File: config.mk
export PLATFORM = sky130hd
export DESIGN_NAME = raystore_alloc
export DESIGN_NICKNAME = d
export VERILOG_FILES = /design/src/rtl/raystore_alloc.sv
export SDC_FILE = /design/constraint.sdc
export NUM_CORES = 2
export LEC_CHECK = 0
export BUFFER_PORTS_ARGS = -buffer_cell sky130_fd_sc_hd__buf_2
export CORE_ASPECT_RATIO = 1.4
export CORE_MARGIN = 10
export CORE_UTILIZATION = 47
export CTS_CLUSTER_DIAMETER = 60
export DETAILED_ROUTE_END_ITERATION = 7
export PLACE_DENSITY_LB_ADDON = 0.05
export SLEW_MARGIN = 20
export SYNTH_ARGS = -nofsm -noshare
export SYNTH_HDL_FRONTEND = slang
export SYNTH_MEMORY_MAX_BITS = 65536
export SYNTH_SLANG_ARGS = --single-unit
File: constraint.sdc
create_clock -name clk -period 9.8 [get_ports clk]
set_clock_uncertainty 0.1 [all_clocks]
set_input_delay 0.98 -clock clk [delete_from_list [all_inputs] [get_ports clk]]
set_output_delay 0.98 -clock clk [all_outputs]
set_load 0.02 [all_outputs]
File: src/rtl/raystore_alloc.sv
`default_nettype none
// ============================================================================
// Module   : raystore_alloc
// Purpose  : Allocates rayIDs for incoming rays, writes them to the raystore
//            and notifies traversal once the write has landed.
//            Optional define RS_WR_THROTTLE_EN spaces raystore writes by GAP.
// Revision : 1.0 - initial release
// ============================================================================
module raystore_alloc #(
    parameter int NUM_RAYS = 512,
    parameter int ID_W     = 9,
    parameter int GAP      = 3,
    parameter int DATA_W   = 192  // packed ray origin + direction (ray_vec_t)
) (
    input  logic              clk,
    input  logic              rst,
    input  logic              raygen_valid,
    input  logic [DATA_W-1:0] raygen_data,
    output logic              raygen_stall,
    input  logic              ray_free_valid,
    input  logic [ID_W-1:0]   ray_free_id,
    output logic              raystore_we,
    output logic [ID_W-1:0]   raystore_write_addr,
    output logic [DATA_W-1:0] raystore_write_data,
    output logic              rs_alloc_valid,
    output logic [ID_W-1:0]   rs_alloc_rayID,
    input  logic              rs_alloc_stall,
    output logic [ID_W:0]     num_free,
    output logic              free_err
);

    localparam logic [ID_W:0]   c_NUM  = (ID_W+1)'(NUM_RAYS);
    localparam logic [ID_W:0]   c_ONE  = (ID_W+1)'(1);
    localparam logic [ID_W-1:0] c_LAST = ID_W'(NUM_RAYS - 1);

    logic [ID_W:0]     fc_q, fc_d;
    logic [ID_W-1:0]   ff_mem [NUM_RAYS];
    logic [ID_W-1:0]   ff_rd_q, ff_rd_d;
    logic [ID_W-1:0]   ff_wr_q, ff_wr_d;
    logic [ID_W:0]     num_free_q, num_free_d;
    logic              free_err_q, free_err_d;

    logic              we_q;
    logic [ID_W-1:0]   addr_q;
    logic [DATA_W-1:0] data_q;

    logic [ID_W-1:0]   nf_mem_q [2];
    logic              nf_rd_q;
    logic              nf_wr_q;
    logic [1:0]        nf_cnt_q;

    logic              w_fresh;
    logic              w_nf_pop;
    logic [2:0]        w_nf_occ;
    logic              w_throttle;
    logic              w_block;
    logic              w_accept;
    logic              w_free_ok;
    logic [ID_W-1:0]   w_alloc_id;

    function automatic logic [ID_W-1:0] f_next(input logic [ID_W-1:0] p);
        return (p == c_LAST) ? '0 : p + 1'b1;
    endfunction

    assign w_fresh  = (fc_q != c_NUM);
    assign w_nf_pop = (nf_cnt_q != 2'd0) & ~rs_alloc_stall;
    // Occupancy is taken net of this cycle's pop so a draining consumer
    // sustains one accept per cycle while never overflowing the 2 entries.
    assign w_nf_occ = {1'b0, nf_cnt_q} + {2'b00, we_q} - {2'b00, w_nf_pop};

    assign w_block      = (num_free_q == '0) | (w_nf_occ >= 3'd2) | w_throttle;
    assign raygen_stall = raygen_valid & w_block;
    assign w_accept     = raygen_valid & ~w_block;
    assign w_free_ok    = ray_free_valid & (num_free_q != c_NUM);
    assign w_alloc_id   = w_fresh ? fc_q[ID_W-1:0] : ff_mem[ff_rd_q];

`ifdef RS_WR_THROTTLE_EN
    localparam int c_THR_W = (GAP < 1) ? 1 : $clog2(GAP + 1);
    logic [c_THR_W-1:0] thr_q;

    always_ff @(posedge clk) begin
        if (rst) begin
            thr_q <= '0;
        end else if (w_accept) begin
            thr_q <= c_THR_W'(GAP);
        end else if (thr_q != '0) begin
            thr_q <= thr_q - 1'b1;
        end
    end

    assign w_throttle = (thr_q != '0);
`else
    logic [31:0] unused_gap;
    assign unused_gap = GAP;
    assign w_throttle = 1'b0;
`endif

    always_comb begin
        fc_d       = fc_q;
        ff_rd_d    = ff_rd_q;
        ff_wr_d    = ff_wr_q;
        num_free_d = num_free_q;
        free_err_d = free_err_q | (ray_free_valid & ~w_free_ok);
        if (w_accept) begin
            if (w_fresh) begin
                fc_d = fc_q + c_ONE;
            end else begin
                ff_rd_d = f_next(ff_rd_q);
            end
        end
        if (w_free_ok) begin
            ff_wr_d = f_next(ff_wr_q);
        end
        case ({w_accept, w_free_ok})
            2'b10:   num_free_d = num_free_q - c_ONE;
            2'b01:   num_free_d = num_free_q + c_ONE;
            default: num_free_d = num_free_q;
        endcase
    end

    always_ff @(posedge clk) begin
        if (rst) begin
            fc_q       <= '0;
            ff_rd_q    <= '0;
            ff_wr_q    <= '0;
            num_free_q <= c_NUM;
            free_err_q <= 1'b0;
            we_q       <= 1'b0;
            addr_q     <= '0;
            data_q     <= '0;
            nf_rd_q    <= 1'b0;
            nf_wr_q    <= 1'b0;
            nf_cnt_q   <= 2'd0;
        end else begin
            fc_q       <= fc_d;
            ff_rd_q    <= ff_rd_d;
            ff_wr_q    <= ff_wr_d;
            num_free_q <= num_free_d;
            free_err_q <= free_err_d;
            we_q       <= w_accept;
            if (w_accept) begin
                addr_q <= w_alloc_id;
                data_q <= raygen_data;
            end
            // The ID written last cycle is now safe to announce.
            if (we_q) begin
                nf_wr_q <= ~nf_wr_q;
            end
            if (w_nf_pop) begin
                nf_rd_q <= ~nf_rd_q;
            end
            nf_cnt_q <= nf_cnt_q + {1'b0, we_q} - {1'b0, w_nf_pop};
        end
    end

    always_ff @(posedge clk) begin
        if (w_free_ok) begin
            ff_mem[ff_wr_q] <= ray_free_id;
        end
        if (we_q) begin
            nf_mem_q[nf_wr_q] <= addr_q;
        end
    end

    assign raystore_we         = we_q;
    assign raystore_write_addr = addr_q;
    assign raystore_write_data = data_q;
    assign rs_alloc_valid      = (nf_cnt_q != 2'd0);
    assign rs_alloc_rayID      = nf_mem_q[nf_rd_q];
    assign num_free            = num_free_q;
    assign free_err            = free_err_q;

endmodule
`default_nettype wire

==> results by group <==
Clock tree
  • Post-CTS Hold Buffers: 0
  • Clock slew at reported path FFs: 0.06 ns
  • Worst-Skew Late Latency: 1.07 ns
  • Root Driver: clkbuf_16
  • Post-CTS setup buffers: 0
  • CTS Buf Count: 465
  • CTS tree: yes
  • Clock sinks: 4881
  • Longest Clk Path Bufs: 4
  • Number of H-tree levels: 5
  • Post-CTS sizing: 0

Global routing
  • Largest net degree at the start of global routing: 180
  • Initial antenna violation count: 30
  • First-pass GRT wire length: 812000 um
  • Total congestion overflow: 0
  • Vias in the first global route: 99.6k
  • GRT Util Overall: 0.269

Place
  • Placed instance count: 14.7k
  • Post-DP HPWL: 367000 um
  • Port-buffer cells: 429
  • Placer Congestion: 0.859

Cells and area
  • Multi-input logic area: 40700 um^2
  • P&R area growth vs syn: 12.5%
  • FILL cells: 31.3k
  • Flip-flop and latch area: 144000 um^2
  • Fin cells: 15.6k
  • Layout cells sized above 1: 0.244
  • Final net count: 10.2k

Hold path
  • Hold Path Depth: 3
  • HP Class: in -> reg

Floorplanning
  • Initial core utilization: 0.472
  • Rows: 274
  • Die area: 425000 um^2
  • Die width: 554 um
  • # IOs: 430
  • Die Y: 768 um
  • Core Area: 398000 um^2

Logic synthesis
  • Sequential-to-total area share from yosys stat: 0.768
  • Post-Syn Nets: 9642
  • Top cells by count, synth: 4626 x edfxtp_1, 1043 x mux4_2, 625 x nor2_1
  • Ys Warns: 0
  • Synth area leaders: edfxtp_1 74%, mux4_2 13%, dfxtp_1 2.7%, mux2i_1 1.4%, nor2_1 1.3%
  • Adder-Cell Fraction of Synth Area: 0.00155
  • Average cell area after synthesis: 19.9 um^2
  • Yosys top cell by area: edfxtp_1
  • Synth top area share: 0.740
  • Mux contribution to synthesized area: 0.142
  • XOR/XNOR Fraction of Synth Area: 0.00131
  • Ys flop type: edfxtp_1
  • Cell area after synthesis: 188000 um^2
  • Post-Synthesis Cells: 9414
  • Asr flop ratio synth: 0
  • Synthesis-stage register bit count: 4881
  • Cell variety after synth: 78
  • Synth Area in Compound Gates: 0.0371
  • EDFF count, synth: 4626
  • Cell with the most instances after synthesis: edfxtp_1
  • Simple-gate area share of the yosys netlist: 0.0326
  • Largest family of logic cells by synthesized area: multiplexers

Setup path
  • Worst reg2reg path depth: 22
  • WP data required: 10.71 ns
  • Worst reg2reg setup slack: 3.88 ns
  • CP endpoint kind: flip-flop
  • Crit start category: flip-flop
  • Crit path DAT: 6.83 ns
  • Critical path type: reg -> reg
  • Critical path peak fanout: 99

Routing
  • DR vias: 98.2k
  • Post-DRT Antenna Nets: 0
  • Routed WL per cell: 37.5 um
  • Initial DRC count: 11.1k
  • DRT Wirelength: 586000 um
  • DRC: 0
  • Initial DRT Pass Iterations: 6
  • DR vias/cell: 6.29

Timing
  • Setup violators final: 0
  • Slew Limit Fails: 0
  • Fmax: 169 MHz
  • Slew @ Worst Pin: 1.44 ns
  • Final min period: 5.92 ns
  • Crit share post-route: 0.605
  • Setup TNS: 0 ns
  • RSZ-0062 raised after global routing: false
  • Final Hold Viols: 0
  • Max-slew headroom: 0.0409

Outcome
  • Outcome: finished, final reports clean

Power
  • Sequential share of power: 0.532
  • Clock power frac: 0.411
  • Net Switching: 9.94 mW
  • Peak VDD IR: 0.285 mV
  • P_int: 34.1 mW
  • Pleak: 64.5 nW
  • Pwr dens: 208 nW/um^2
  • Sw frac: 0.226
  • Logic pwr share: 0.057

Job
  • Maxcap violations: 0
sequential cells by signal (all words and copies together) (netlist names), named ones only:
| name | cells |
|---|---|
| ff_rd_q | 9 |
| raystore_we | 1 |
| nf_rd_q | 1 |
| raystore_write_addr | 9 |
| ff_mem | 4608 |
| nf_mem_q | 18 |
| nf_cnt_q | 2 |
| ff_wr_q | 9 |
| free_err | 1 |
| fc_q | 10 |
| raystore_write_data | 192 |
| num_free | 10 |
| nf_wr_q | 1 |
power groups by stage:
stage,Combinational (mW),Sequential [mW],Clock (mW)
after global routing,2.73,23.4,19.1
after floorplan,0.891,24.2,0
after global placement,2.47,23.8,0
final,2.52,23.4,18.1
after CTS,2.51,23.4,18.3
after detailed placement,2.51,23.8,0
layout make-up:
cell class                      count  area share
Inverter                           23    0.000463
Sequential cell                  4881       0.683
Tap cell                         5244      0.0311
Clock buffer                      555      0.0577
Multi-Input combinational cell   3914       0.193
Antenna cell                       15    0.000178
Clock inverter                    305      0.0136
Timing Repair Buffer              666      0.0214
metrics by stage:
step,hold slack [ns],total power [mW],util,instance area (um^2),setup WS (ns)
final,0.0541,44.0,0.531,211000,3.88
after floorplan,0.373,25.1,-,188000,4.25
after global placement,0.338,26.3,0.492,196000,2.80
after detailed placement,0.344,26.4,0.492,196000,2.83
after global routing,0.0385,45.3,0.531,211000,3.36
after CTS,0.00925,44.2,0.530,211000,3.26
kinds of logic (layout without fill, tap and decap cells):
| logic type | Yosys count | in the layout |
|---|---|---|
| flip-flops | 4881 | 4881 |
| XOR/XNOR | 28 | 28 |
| adder cells (fa/ha/maj) | 22 | 22 |
| buffers and inverters | 619 | 1549 |
| other | 0 | 15 |
| AO/OA/AOI/OAI | 1036 | 1036 |
| AND/OR/NAND/NOR | 1474 | 1474 |
| multiplexers | 1354 | 1354 |
metal layers:
metal	vias up	GRT usage	wire length, um
met1	53014	0.346	222000
met2	4469	0.454	292000
li1	39668	-	-
met5	-	0	41
met4	6	0.117	30300
met3	1035	0.0455	41500
critical path, stage by stage (launching register included):
cell and delay (ns):
dfxtp_1 0.35, or2_2 0.31, nor2b_1 0.16, ha_1 0.29
inv_1 0.06, ha_1 0.13, inv_1 0.05, fa_1 0.40
xnor2_1 0.15, and3_1 0.20, and2_4 0.27, inv_6 0.57
ha_1 0.41, inv_1 0.23, ha_1 0.38, nor2b_1 0.18
o21ai_0 0.12, a21oi_1 0.22, o21ai_0 0.13, a21boi_0 0.30
o21ai_0 0.18, a2111oi_0 0.49, a311o_1 0.17
path summary, 6_finish.rpt:
path / from / to
hold reg to reg: raystore_write_data[1]$_SDFFE_PP0P_ / raystore_write_data[1]$_SDFFE_PP0P_
hold / removal: raygen_data[129] / raystore_write_data[129]$_SDFFE_PP0P_
setup / recovery: nf_cnt_q[1]$_SDFF_PP0_ / num_free[8]$_SDFFE_PP0P_
setup reg to reg: nf_cnt_q[1]$_SDFF_PP0_ / num_free[8]$_SDFFE_PP0P_
cell usage in the layout (no fill, tap or decap), types with 88 or more instances in the layout:
cell / instances
nor2_1: 596
clkinv_1: 113
mux2i_1: 265
nand2_1: 555
buf_4: 198
mux4_2: 1043
dfxtp_1: 247
clkinv_2: 88
o22ai_1: 88
a22oi_1: 202
a21oi_1: 334
clkbuf_16: 474
edfxtp_1: 4626
buf_2: 419
Note: power is estimated with default switching activity, not from simulation.
